$ cat config.mk
export PLATFORM = sky130hd
export DESIGN_NAME = boa_extmem_sram_wide_flat
export DESIGN_NICKNAME = d
export VERILOG_FILES = /design/src/rtl/boa_extmem_pkg.sv /design/src/rtl/boa_mem_bus.sv /design/src/rtl/boa_extmem_waitctr.sv /design/src/rtl/boa_extmem_sram_wide.sv /design/src/flat_wrapper.sv
export SDC_FILE = /design/constraint.sdc
export NUM_CORES = 1
export LEC_CHECK = 0
export CORE_MARGIN = 2
export CORE_UTILIZATION = 43
export CTS_BUF_LIST = sky130_fd_sc_hd__clkbuf_4
export CTS_CLUSTER_DIAMETER = 80
export DETAILED_ROUTE_END_ITERATION = 8
export PLACE_DENSITY = 0.69
export RECOVER_POWER = 100
export SLEW_MARGIN = 15
export SYNTH_ARGS = -nofsm -noshare
export SYNTH_HDL_FRONTEND = slang
export SYNTH_HIERARCHICAL = 1
export SYNTH_SLANG_ARGS = --single-unit
export TNS_END_PERCENT = 10
$ cat constraint.sdc
create_clock -name clk -period 4.4 [get_ports clk]
set_input_delay 0.44 -clock clk [delete_from_list [all_inputs] [get_ports clk]]
set_output_delay 0.44 -clock clk [all_outputs]
set_load 0.01 [all_outputs]
$ cat src/rtl/boa_extmem_pkg.sv
// boa_extmem_pkg: state type and beat helpers shared by the wide external SRAM bridge
package boa_extmem_pkg;
  typedef enum logic [1:0] {IDLE, BEAT, DONE} state_t;
  // One bit per external beat, set when that beat's strobe slice has any byte enabled
  function automatic logic [3:0] slice_mask(input logic [3:0] we, input int bpb);
    slice_mask = '0;
    for (int i = 0; i < 4; i++)
      if (i < 4 / bpb) slice_mask[i] = |(we & 4'(((1 << bpb) - 1) << (i * bpb)));
  endfunction
  function automatic logic [2:0] beat_count(input logic [3:0] we, input int bpb);
    logic [3:0] m;
    m = slice_mask(we, bpb);
    beat_count = 3'(m[0]) + 3'(m[1]) + 3'(m[2]) + 3'(m[3]);
  endfunction
  function automatic logic [1:0] first_beat(input logic [3:0] m);
    first_beat = 2'd0;
    for (int i = 3; i >= 0; i--) if (m[i]) first_beat = 2'(i);
  endfunction
endpackage

$ cat src/rtl/boa_mem_bus.sv
// boa_mem_bus: 32-bit word memory bus between a master and a RAM-side slave
interface boa_mem_bus;
  logic        re;
  logic [3:0]  we;
  logic [31:0] addr;
  logic [31:0] wdata;
  logic        ready;
  logic [31:0] rdata;
  modport ram (input re, we, addr, wdata, output ready, rdata);
  modport cpu (output re, we, addr, wdata, input ready, rdata);
endinterface

$ cat src/rtl/boa_extmem_waitctr.sv
// boa_extmem_waitctr: wait-state down-counter; zero marks the final cycle of a beat
module boa_extmem_waitctr #(
  parameter int w = 3
) (
  input  logic         clk,
  input  logic         rst_n,
  input  logic         load,
  input  logic [w-1:0] val,
  input  logic         tick,
  output logic         zero
);
  logic [w-1:0] cnt;
  always_ff @(posedge clk or negedge rst_n) begin
    if (!rst_n) cnt <= '0;
    else if (load) cnt <= val;
    else if (tick && !zero) cnt <= cnt - w'(1);
  end
  assign zero = cnt == '0;
endmodule

$ cat src/rtl/boa_extmem_sram_wide.sv
// boa_extmem_sram_wide: splits 32-bit bus words into little-endian beats on a narrow external SRAM
module boa_extmem_sram_wide
  import boa_extmem_pkg::*;
#(
  parameter int alen        = 16,
  parameter int dwidth      = 8,
  parameter int wait_states = 0
) (
  input  logic                clk,
  input  logic                rst_n,
  boa_mem_bus.ram             bus,
  output logic                xm_re,
  output logic                xm_we,
  output logic [alen-1:0]     xm_addr,
  output logic [dwidth/8-1:0] xm_be,
  output logic [dwidth-1:0]   xm_wdata,
  input  logic [dwidth-1:0]   xm_rdata
);
  localparam int bpb = dwidth / 8;
  localparam int kb  = 2 - $clog2(bpb);
  if (!(dwidth == 8 || dwidth == 16 || dwidth == 32)) begin : g_bad_dwidth
    $error("boa_extmem_sram_wide: dwidth must be 8, 16 or 32");
  end
  if (wait_states < 0 || wait_states > 7) begin : g_bad_ws
    $error("boa_extmem_sram_wide: wait_states must be 0..7");
  end
  state_t      state;
  logic [1:0]  k, sk;
  logic [3:0]  pend, smask, swe, we_l;
  logic [2:0]  left;
  logic        is_wr, swr, zero, start, beat_end, last, load, tick, unused_addr;
  logic [31:0] addr_l, wd_l, saddr, swd, rbuf, rnext, rdata;
  assign start    = state == IDLE && (|bus.we || bus.re);
  assign beat_end = state == BEAT && zero;
  assign last     = left == 3'd1;
  assign load     = start || (beat_end && !last);
  assign tick     = state == BEAT && !zero;
  // In IDLE the next beat comes straight off the bus; afterwards from the latched request
  assign swr   = state == IDLE ? |bus.we : is_wr;
  assign swe   = state == IDLE ? (|bus.we ? bus.we : 4'hf) : we_l;
  assign saddr = state == IDLE ? bus.addr : addr_l;
  assign swd   = state == IDLE ? bus.wdata : wd_l;
  assign smask = slice_mask(swe, bpb);
  assign sk    = state == IDLE ? first_beat(smask) : first_beat(pend);
  assign unused_addr = ^saddr[1:0];
  always_comb begin
    rnext = rbuf;
    rnext[int'(k) * dwidth +: dwidth] = xm_rdata;
  end
  boa_extmem_waitctr #(.w(3)) u_waitctr (
    .clk  (clk),
    .rst_n(rst_n),
    .load (load),
    .val  (3'(wait_states)),
    .tick (tick),
    .zero (zero)
  );
  always_ff @(posedge clk or negedge rst_n) begin
    if (!rst_n) begin
      state    <= IDLE;
      k        <= '0;
      pend     <= '0;
      left     <= '0;
      is_wr    <= 1'b0;
      addr_l   <= '0;
      we_l     <= '0;
      wd_l     <= '0;
      rbuf     <= '0;
      rdata    <= '0;
      xm_re    <= 1'b0;
      xm_we    <= 1'b0;
      xm_addr  <= '0;
      xm_be    <= '0;
      xm_wdata <= '0;
    end else if (load) begin
      state    <= BEAT;
      k        <= sk;
      pend     <= (start ? smask : pend) & ~(4'd1 << sk);
      left     <= start ? beat_count(swe, bpb) : left - 3'd1;
      is_wr    <= swr;
      addr_l   <= saddr;
      we_l     <= swe;
      wd_l     <= swd;
      xm_re    <= !swr;
      xm_we    <= swr;
      xm_addr  <= (alen'(saddr[31:2]) << kb) | alen'(sk);
      xm_be    <= swe[int'(sk) * bpb +: bpb];
      xm_wdata <= swd[int'(sk) * dwidth +: dwidth];
      if (beat_end && !is_wr) rbuf <= rnext;
    end else if (beat_end) begin
      state <= DONE;
      xm_re <= 1'b0;
      xm_we <= 1'b0;
      if (!is_wr) begin
        rbuf  <= rnext;
        rdata <= rnext;
      end
    end else if (state == DONE) begin
      state <= IDLE;
    end
  end
  assign bus.ready = state == DONE;
  assign bus.rdata = rdata;
endmodule

$ cat src/flat_wrapper.sv
// flat-port wrapper written by rule: the top's interface ports become plain ports
module boa_extmem_sram_wide_flat import boa_extmem_pkg::*;
#(
  parameter int alen        = 16,
  parameter int dwidth      = 8,
  parameter int wait_states = 0
)
  (clk, rst_n, xm_re, xm_we, xm_addr, xm_be, xm_wdata, xm_rdata, bus_re, bus_we, bus_addr, bus_wdata, bus_ready, bus_rdata);
  boa_mem_bus bus_i ();
  input  logic clk;
  input  logic rst_n;
  output logic xm_re;
  output logic xm_we;
  output logic [alen-1:0] xm_addr;
  output logic [dwidth/8-1:0] xm_be;
  output logic [dwidth-1:0] xm_wdata;
  input  logic [dwidth-1:0] xm_rdata;
  input wire logic [$bits(bus_i.re)-1:0] bus_re;
  input wire logic [$bits(bus_i.we)-1:0] bus_we;
  input wire logic [$bits(bus_i.addr)-1:0] bus_addr;
  input wire logic [$bits(bus_i.wdata)-1:0] bus_wdata;
  output wire logic [$bits(bus_i.ready)-1:0] bus_ready;
  output wire logic [$bits(bus_i.rdata)-1:0] bus_rdata;
  assign bus_i.re = bus_re;
  assign bus_i.we = bus_we;
  assign bus_i.addr = bus_addr;
  assign bus_i.wdata = bus_wdata;
  assign bus_ready = bus_i.ready;
  assign bus_rdata = bus_i.rdata;
  boa_extmem_sram_wide #(.alen(alen), .dwidth(dwidth), .wait_states(wait_states)) u_core (.clk(clk), .rst_n(rst_n), .bus(bus_i), .xm_re(xm_re), .xm_we(xm_we), .xm_addr(xm_addr), .xm_be(xm_be), .xm_wdata(xm_wdata), .xm_rdata(xm_rdata));
endmodule
* Word level (Yosys, flattened, before mapping)
Cells that the tools add are included.
Storage, ports and cells: memories kept 0, output and inout port bits 60, bits in read-only memories 0, word-level logic and storage cells 92, latch bits 0, bits in registers 158, bits in writable memories 0
Operators by class: equal/unequal tests 5, multiply operators 0, shifts and indexed selects 5, muxes and demuxes 33, $add $sub $neg 6, divide/modulo/power cells 0, bitwise operators 5, reduce and logical (&&, ||, !) cells 21, $lt $le $gt $ge 0
Operators with widths (count):
- $mux 32 | 5
- $neg 5->33 | 1
- $shift 8x33->32 const A | 1
- $shiftx 8x33->32 | 1
- $bwmux 32 | 1
- $shiftx 32x6->8 | 1
- $mux 2 | 12
- $mux 16 | 1
- $or 16x2->16 | 1
- $mux 4 | 3
- $mux 3 | 3
- $mux 1 | 8
- $add 3x1->3 | 2
- $logic_and 1x1->1 | 6
- $reduce_and 3->1 | 2
- $sub 3x1->3 const B | 2
- $and 4x4->4 | 1
- $logic_not 1->1 | 4
- $ne 2x2->1 const B | 2
- $not 4->4 | 1
- $reduce_bool 2->1 | 2
- $reduce_or 4->1 | 1
- $shiftx 4x3->1 | 1
- $shl 1x2->4 const A | 1
- other kinds (10) | 12

* Logic depth before layout (Yosys ltp)
word-level depth 11, mapped depth 10, mapped depth without buffers 9

* Cells and area by module
The synthesis kept the hierarchy.
By module, submodules not included:
- boa_extmem_sram_wide | seq. area each 3428.3 µm², area an instance 6439.9 µm², times used 1, cells each 694
- boa_extmem_waitctr | seq. area each 75.1 µm², area an instance 195.2 µm², times used 1, cells each 19

* Worst setup path before layout
No wires, ideal clock.
kind register to register, start register u_core.state[1], end register u_core.left[1], setup time 0.130 ns, stages on the path, launching flop included 11, path slack 1.702 ns, arrival 2.568 ns, data required time 4.270 ns, cells stage by stage dfrtp_1 > clkbuf_1 > or2_2 > buf_6 > or3_1 > o21a_1 > fa_1 > ha_1 > ha_1 > o211ai_1 > o21ai_0
RTL lines:
- start, declared | line boa_extmem_sram_wide.sv:27 | state_t state;
- start signal, assigned | line boa_extmem_sram_wide.sv:60 | state <= IDLE;
- start signal, assigned | line boa_extmem_sram_wide.sv:76 | state <= BEAT;
- start signal, assigned | line boa_extmem_sram_wide.sv:91 | state <= DONE;
- $logic_not 2->1 | line boa_extmem_sram_wide.sv:40 | assign swe = state == IDLE ? (|bus.we ? bus.we : 4'hf) : we_l;
- $mux 4 | line boa_extmem_sram_wide.sv:40
- net u_core.smask[3] | line boa_extmem_sram_wide.sv:29 | logic [3:0] pend, smask, swe, we_l;
- $mux 1 | line boa_extmem_sram_wide.sv:75 | end else if (load) begin
- $add 3x1->3 | line boa_extmem_pkg.sv:13 | beat_count = 3'(m[0]) + 3'(m[1]) + 3'(m[2]) + 3'(m[3]);
- $mux 3 | line boa_extmem_sram_wide.sv:79 | left <= start ? beat_count(swe, bpb) : left - 3'd1;
- end signal, assigned | line boa_extmem_sram_wide.sv:79
- end, declared | line boa_extmem_sram_wide.sv:30 | logic [2:0] left;
The timed path passes the listed nets, and every way through them passes these cells. The select of a mux whose other input is x is not followed. A chain may end at the register's enable or synchronous reset.

* Worst setup path in the final report
start register u_core.state[1], end register u_core.left[1]
Between the ends: longest elaborated chain between the ends 7
RTL lines (line):
- $logic_not 2->1 | boa_extmem_sram_wide.sv:40
- $mux 4 | boa_extmem_sram_wide.sv:40
- net u_core.smask[1] | boa_extmem_sram_wide.sv:29
- $mux 1 | boa_extmem_sram_wide.sv:75
- $add 1x1->2 | boa_extmem_pkg.sv:13
- $add 3x1->3 (2 in a row) | boa_extmem_pkg.sv:13
- $mux 3 | boa_extmem_sram_wide.sv:79
The timed path passes the listed nets, and every way through them passes these cells. The select of a mux whose other input is x is not followed.

==> metrics.txt <==
# TYPE chip_impl_metric gauge
chip_impl_info{name="run_status",value="finished, violations left"} 1
chip_impl_info{name="failed_checks",value="capacitance limit, slew limit"} 1
chip_impl_metric{name="grt_pass1_vias",unit=""} 5298
chip_impl_info{name="cts_root_buf",value="clkbuf_4"} 1
chip_impl_metric{name="synth_enable_flop_cells",unit=""} 0
chip_impl_metric{name="count_of_cell_types_in_the_netlist",unit=""} 53
chip_impl_metric{name="critPathMaxFanout",unit=""} 19
chip_impl_info{name="synth_most_common_cell",value="nand2_1"} 1
chip_impl_info{name="synth_top_family_by_area",value="simple AND/OR/NAND/NOR gates"} 1
chip_impl_metric{name="place_area",unit="um^2"} 7950
chip_impl_metric{name="grt_start_max_net_pins",unit=""} 105
chip_impl_metric{name="setup.reg_to_reg.worst_slack",unit="ns"} 0.97
chip_impl_metric{name="powerDensity",unit="nW/um^2"} 698
chip_impl_metric{name="fin_worst_skew",unit="ns"} 0.0277
chip_impl_metric{name="period_minus_ws_final",unit="ns"} 3.43
chip_impl_info{name="synth_area_leader_cell",value="dfrtp_1"} 1
chip_impl_metric{name="synth-seq-cells",unit=""} 140
chip_impl_metric{name="die_area",unit="um^2"} 16400
chip_impl_metric{name="cp.arrival",unit="ns"} 3.82
chip_impl_metric{name="post-route-util",unit="%"} 54.6
chip_impl_metric{name="initial_antenna_violation_count",unit=""} 0
chip_impl_metric{name="avgViaCountPerCell",unit=""} 5.39
chip_impl_metric{name="timing.setup.tns",unit="ns"} 0
chip_impl_metric{name="first_iter_violations",unit=""} 428
chip_impl_metric{name="vias",unit=""} 5495
chip_impl_metric{name="grt_residual_overflow",unit=""} 0
chip_impl_info{name="hold_start",value="bus_addr[9]"} 1
chip_impl_metric{name="globalplace.congestion",unit=""} 0.837
chip_impl_metric{name="detailedPlace.worstSlack",unit="ns"} 1.15
chip_impl_info{name="tritoncts",value="yes"} 1
chip_impl_metric{name="clock_tree.buffer_depth",unit=""} 2
chip_impl_metric{name="cp_data_required_time",unit="ns"} 4.80
chip_impl_metric{name="power.ir.vdd_worst",unit="uV"} 273
chip_impl_metric{name="cts_sinks",unit=""} 140
chip_impl_metric{name="die_w",unit="um"} 128
chip_impl_metric{name="fin_worst_hold_slack",unit="ns"} 0.414
chip_impl_metric{name="cts_inserted_buffers",unit=""} 17
chip_impl_metric{name="drv.max_cap_violation_count",unit=""} 1
chip_impl_info{name="min_path_type",value="in2reg"} 1
chip_impl_metric{name="post_synth_xor_area_fraction",unit="%"} 0.132
chip_impl_metric{name="dieHeight",unit="um"} 128
chip_impl_metric{name="synth_adder_area_share",unit="%"} 2.38
chip_impl_metric{name="synth.cell_area",unit="um^2"} 6640
chip_impl_metric{name="synth_simple_gate_area_share",unit="%"} 21.9
chip_impl_metric{name="synthToLayoutAreaGrowth",unit="%"} 24.6
chip_impl_info{name="synthTopCellsByCount",value="nand2_1, dfrtp_1, o21ai_0"} 1
chip_impl_metric{name="io-pin-count",unit=""} 139
chip_impl_metric{name="drt-pass1-iter-count",unit=""} 5
chip_impl_metric{name="synth.avg_cell_area",unit="um^2"} 9.31
chip_impl_metric{name="timing.fmax",unit="GHz"} 0.292
chip_impl_metric{name="worstMarginPinSlew",unit="ns"} 2.52
chip_impl_metric{name="ys_seq_area_share",unit="%"} 52.8
chip_impl_metric{name="grt_use_total",unit="%"} 20.5
chip_impl_metric{name="fp-row-count",unit=""} 45
chip_impl_metric{name="final_standard_cell_area_without_fillers",unit="um^2"} 8260
chip_impl_info{name="rsz0062_at_grt",value="no"} 1
chip_impl_info{name="timing.setup.critical_path_class",value="reg2reg"} 1
chip_impl_metric{name="post_synth_mux_area_share",unit="%"} 2.26
chip_impl_metric{name="worst_slew_margin_rel",unit="%"} -68.2
chip_impl_metric{name="hold_viol",unit=""} 0
chip_impl_info{name="critical_register_to_register_path_startpoint",value="u_core/state[1]"} 1
chip_impl_metric{name="drt-wirelength-per-cell",unit="um"} 15.6
chip_impl_metric{name="port_buffers",unit=""} 120
chip_impl_metric{name="synthesis_warning_total",unit=""} 6
chip_impl_metric{name="routed_wirelength",unit="um"} 15900
chip_impl_metric{name="min_period_over_period",unit="%"} 77.9
chip_impl_metric{name="final_nets",unit=""} 909
chip_impl_metric{name="drtAntennaViolNets",unit=""} 0
chip_impl_info{name="critPathCaptureType",value="flop"} 1
chip_impl_metric{name="clkLatencyLatePin",unit="ns"} 0.54
chip_impl_metric{name="number_of_pins_with_negative_max_slew_slack_in_the_final_report",unit=""} 105
chip_impl_metric{name="setup_viol",unit=""} 0
chip_impl_metric{name="drc_markers",unit=""} 0
chip_impl_info{name="startpoint",value="u_core/state[1]"} 1
chip_impl_metric{name="core_region_area",unit="um^2"} 15100
chip_impl_metric{name="drive_gt1_share",unit="%"} 6.98
chip_impl_metric{name="postSynth.asyncResetShare",unit="%"} 100
chip_impl_info{name="critical_path.startpoint_type",value="flop"} 1
chip_impl_metric{name="synth-compound-area-share",unit="%"} 17.0
chip_impl_metric{name="setup_ws",unit="ns"} 0.975
chip_impl_metric{name="cts.clk_slew.worst_paths",unit="ns"} 0.12
chip_impl_metric{name="initial_core_util",unit="%"} 43.8
chip_impl_metric{name="syn-instance-count",unit=""} 713
chip_impl_metric{name="place_hpwl",unit="um"} 10800
chip_impl_info{name="ys_top_cells_by_area",value="dfrtp_1, nand2_1, a22o_1"} 1
chip_impl_metric{name="htree_num_levels",unit=""} 4
chip_impl_metric{name="first_pass_grt_wire_length",unit="um"} 26700
chip_impl_info{name="synth_top_flop_cell",value="dfrtp_1"} 1
chip_impl_metric{name="antenna_cells",unit=""} 0
chip_impl_metric{name="synth_top_area_share",unit="%"} 52.8
chip_impl_metric{name="leakage",unit="nW"} 3.82
[final cells by class]
class	instances	area, um^2
clock inverter	14	191
sequential	140	3500
timing repair buffer	127	1240
multi-input combinational	521	2920
inverter	11	41.3
tap	188	235
fill	1352	6880
clock buffer	18	135
[metal layers]
metal / track usage, % / share of wire, % / vias to the layer above / wire, um
li1: - / - / 2673 / -
met1: 29.8 / 47 / 2619 / 7490
met2: 30.9 / 46 / 189 / 7380
met3: 4.63 / 5.6 / 14 / 899
met4: 5.88 / 0.97 / 0 / 155
met5: 0 / 0 / - / 0
[worst paths after layout]
path,endpoint,depth (start not counted)
min in group asynchronous,u_core/bus.rdata[31],2
setup reg to reg,u_core/left[1],9
max in group asynchronous,u_core/bus.rdata[10],3
setup / recovery,u_core/left[1],9
hold / removal,flop,3
hold reg to reg,u_core/wd_l[21],2
[flip-flops by register name, indices dropped and copies added (netlist names), named ones only]
| signal | count |
|---|---|
| u_core/left | 3 |
| u_core/xm_be | 1 |
| u_core/pend | 4 |
| u_core/xm_we | 1 |
| u_core/bus.rdata | 32 |
| u_core/rbuf | 32 |
| u_core/xm_addr | 2 |
| u_core/is_wr | 1 |
| u_core/xm_re | 1 |
| u_core/wd_l | 32 |
| u_core/state | 2 |
| u_core/we_l | 4 |
| u_core/xm_wdata | 8 |
| u_core/u_waitctr/cnt | 3 |
[through the flow]
| step | std cells | total power [mW] |
|---|---|---|
| CTS | 1019 | 5.95 |
| global route | 1019 | 6.28 |
| floorplan | 715 | 3.92 |
| global placement | 986 | 4.88 |
| finish | 1019 | 5.77 |
| detailed placement | 986 | 4.98 |
[logic make-up after synthesis]
kind of cell	Yosys count
multiplexers	14
XOR/XNOR	1
flip-flops	140
other	1
adder cells (fa/ha/maj)	12
AND/OR/NAND/NOR	319
buffers and inverters	54
AO/OA/AOI/OAI	172
[cells in the final DEF (no fill, tap or decap), types with 4 or more instances in the layout]
| cell | count |
|---|---|
| clkdlybuf4s50_1 | 59 |
| a31oi_1 | 5 |
| nor2_1 | 26 |
| nand2_1 | 195 |
| bufinv_16 | 4 |
| mux2i_1 | 6 |
| nand2b_1 | 5 |
| dlygate4sd3_1 | 61 |
| clkbuf_4 | 18 |
| clkinv_2 | 4 |
| mux2_2 | 8 |
| nor2b_1 | 38 |
| o31ai_1 | 4 |
| inv_1 | 11 |
| nor3_1 | 17 |
| o21ai_0 | 46 |
| a22oi_1 | 4 |
| a21oi_1 | 43 |
| a41oi_1 | 4 |
| dfrtp_1 | 140 |
| o211ai_1 | 10 |
| o21a_1 | 4 |
| nand3_1 | 16 |
| a22o_1 | 36 |
| ha_1 | 11 |
[critical path: stages (launching register included)]
cell      delay [ns]
dfrtp_1         0.48
nor2_1          0.68
clkbuf_1        0.65
nor2_1          0.08
nor2_1          0.23
fa_1            0.44
ha_1            0.19
ha_1            0.27
o211ai_1        0.17
o21ai_0         0.10
[report_power, final]
group          internal [mW]  switching (mW)
Sequential              1.88           0.329
Clock                  0.459           0.483
Combinational           1.19            1.43
[timing repair]
item / CTS / global route
hold buffers: 1 / 0
endpoints found under the hold margin: 5 / 0
gates resized for setup: 0 / 0
buffers inserted: 0 / 0
Note: power is estimated with default switching activity, not from simulation.
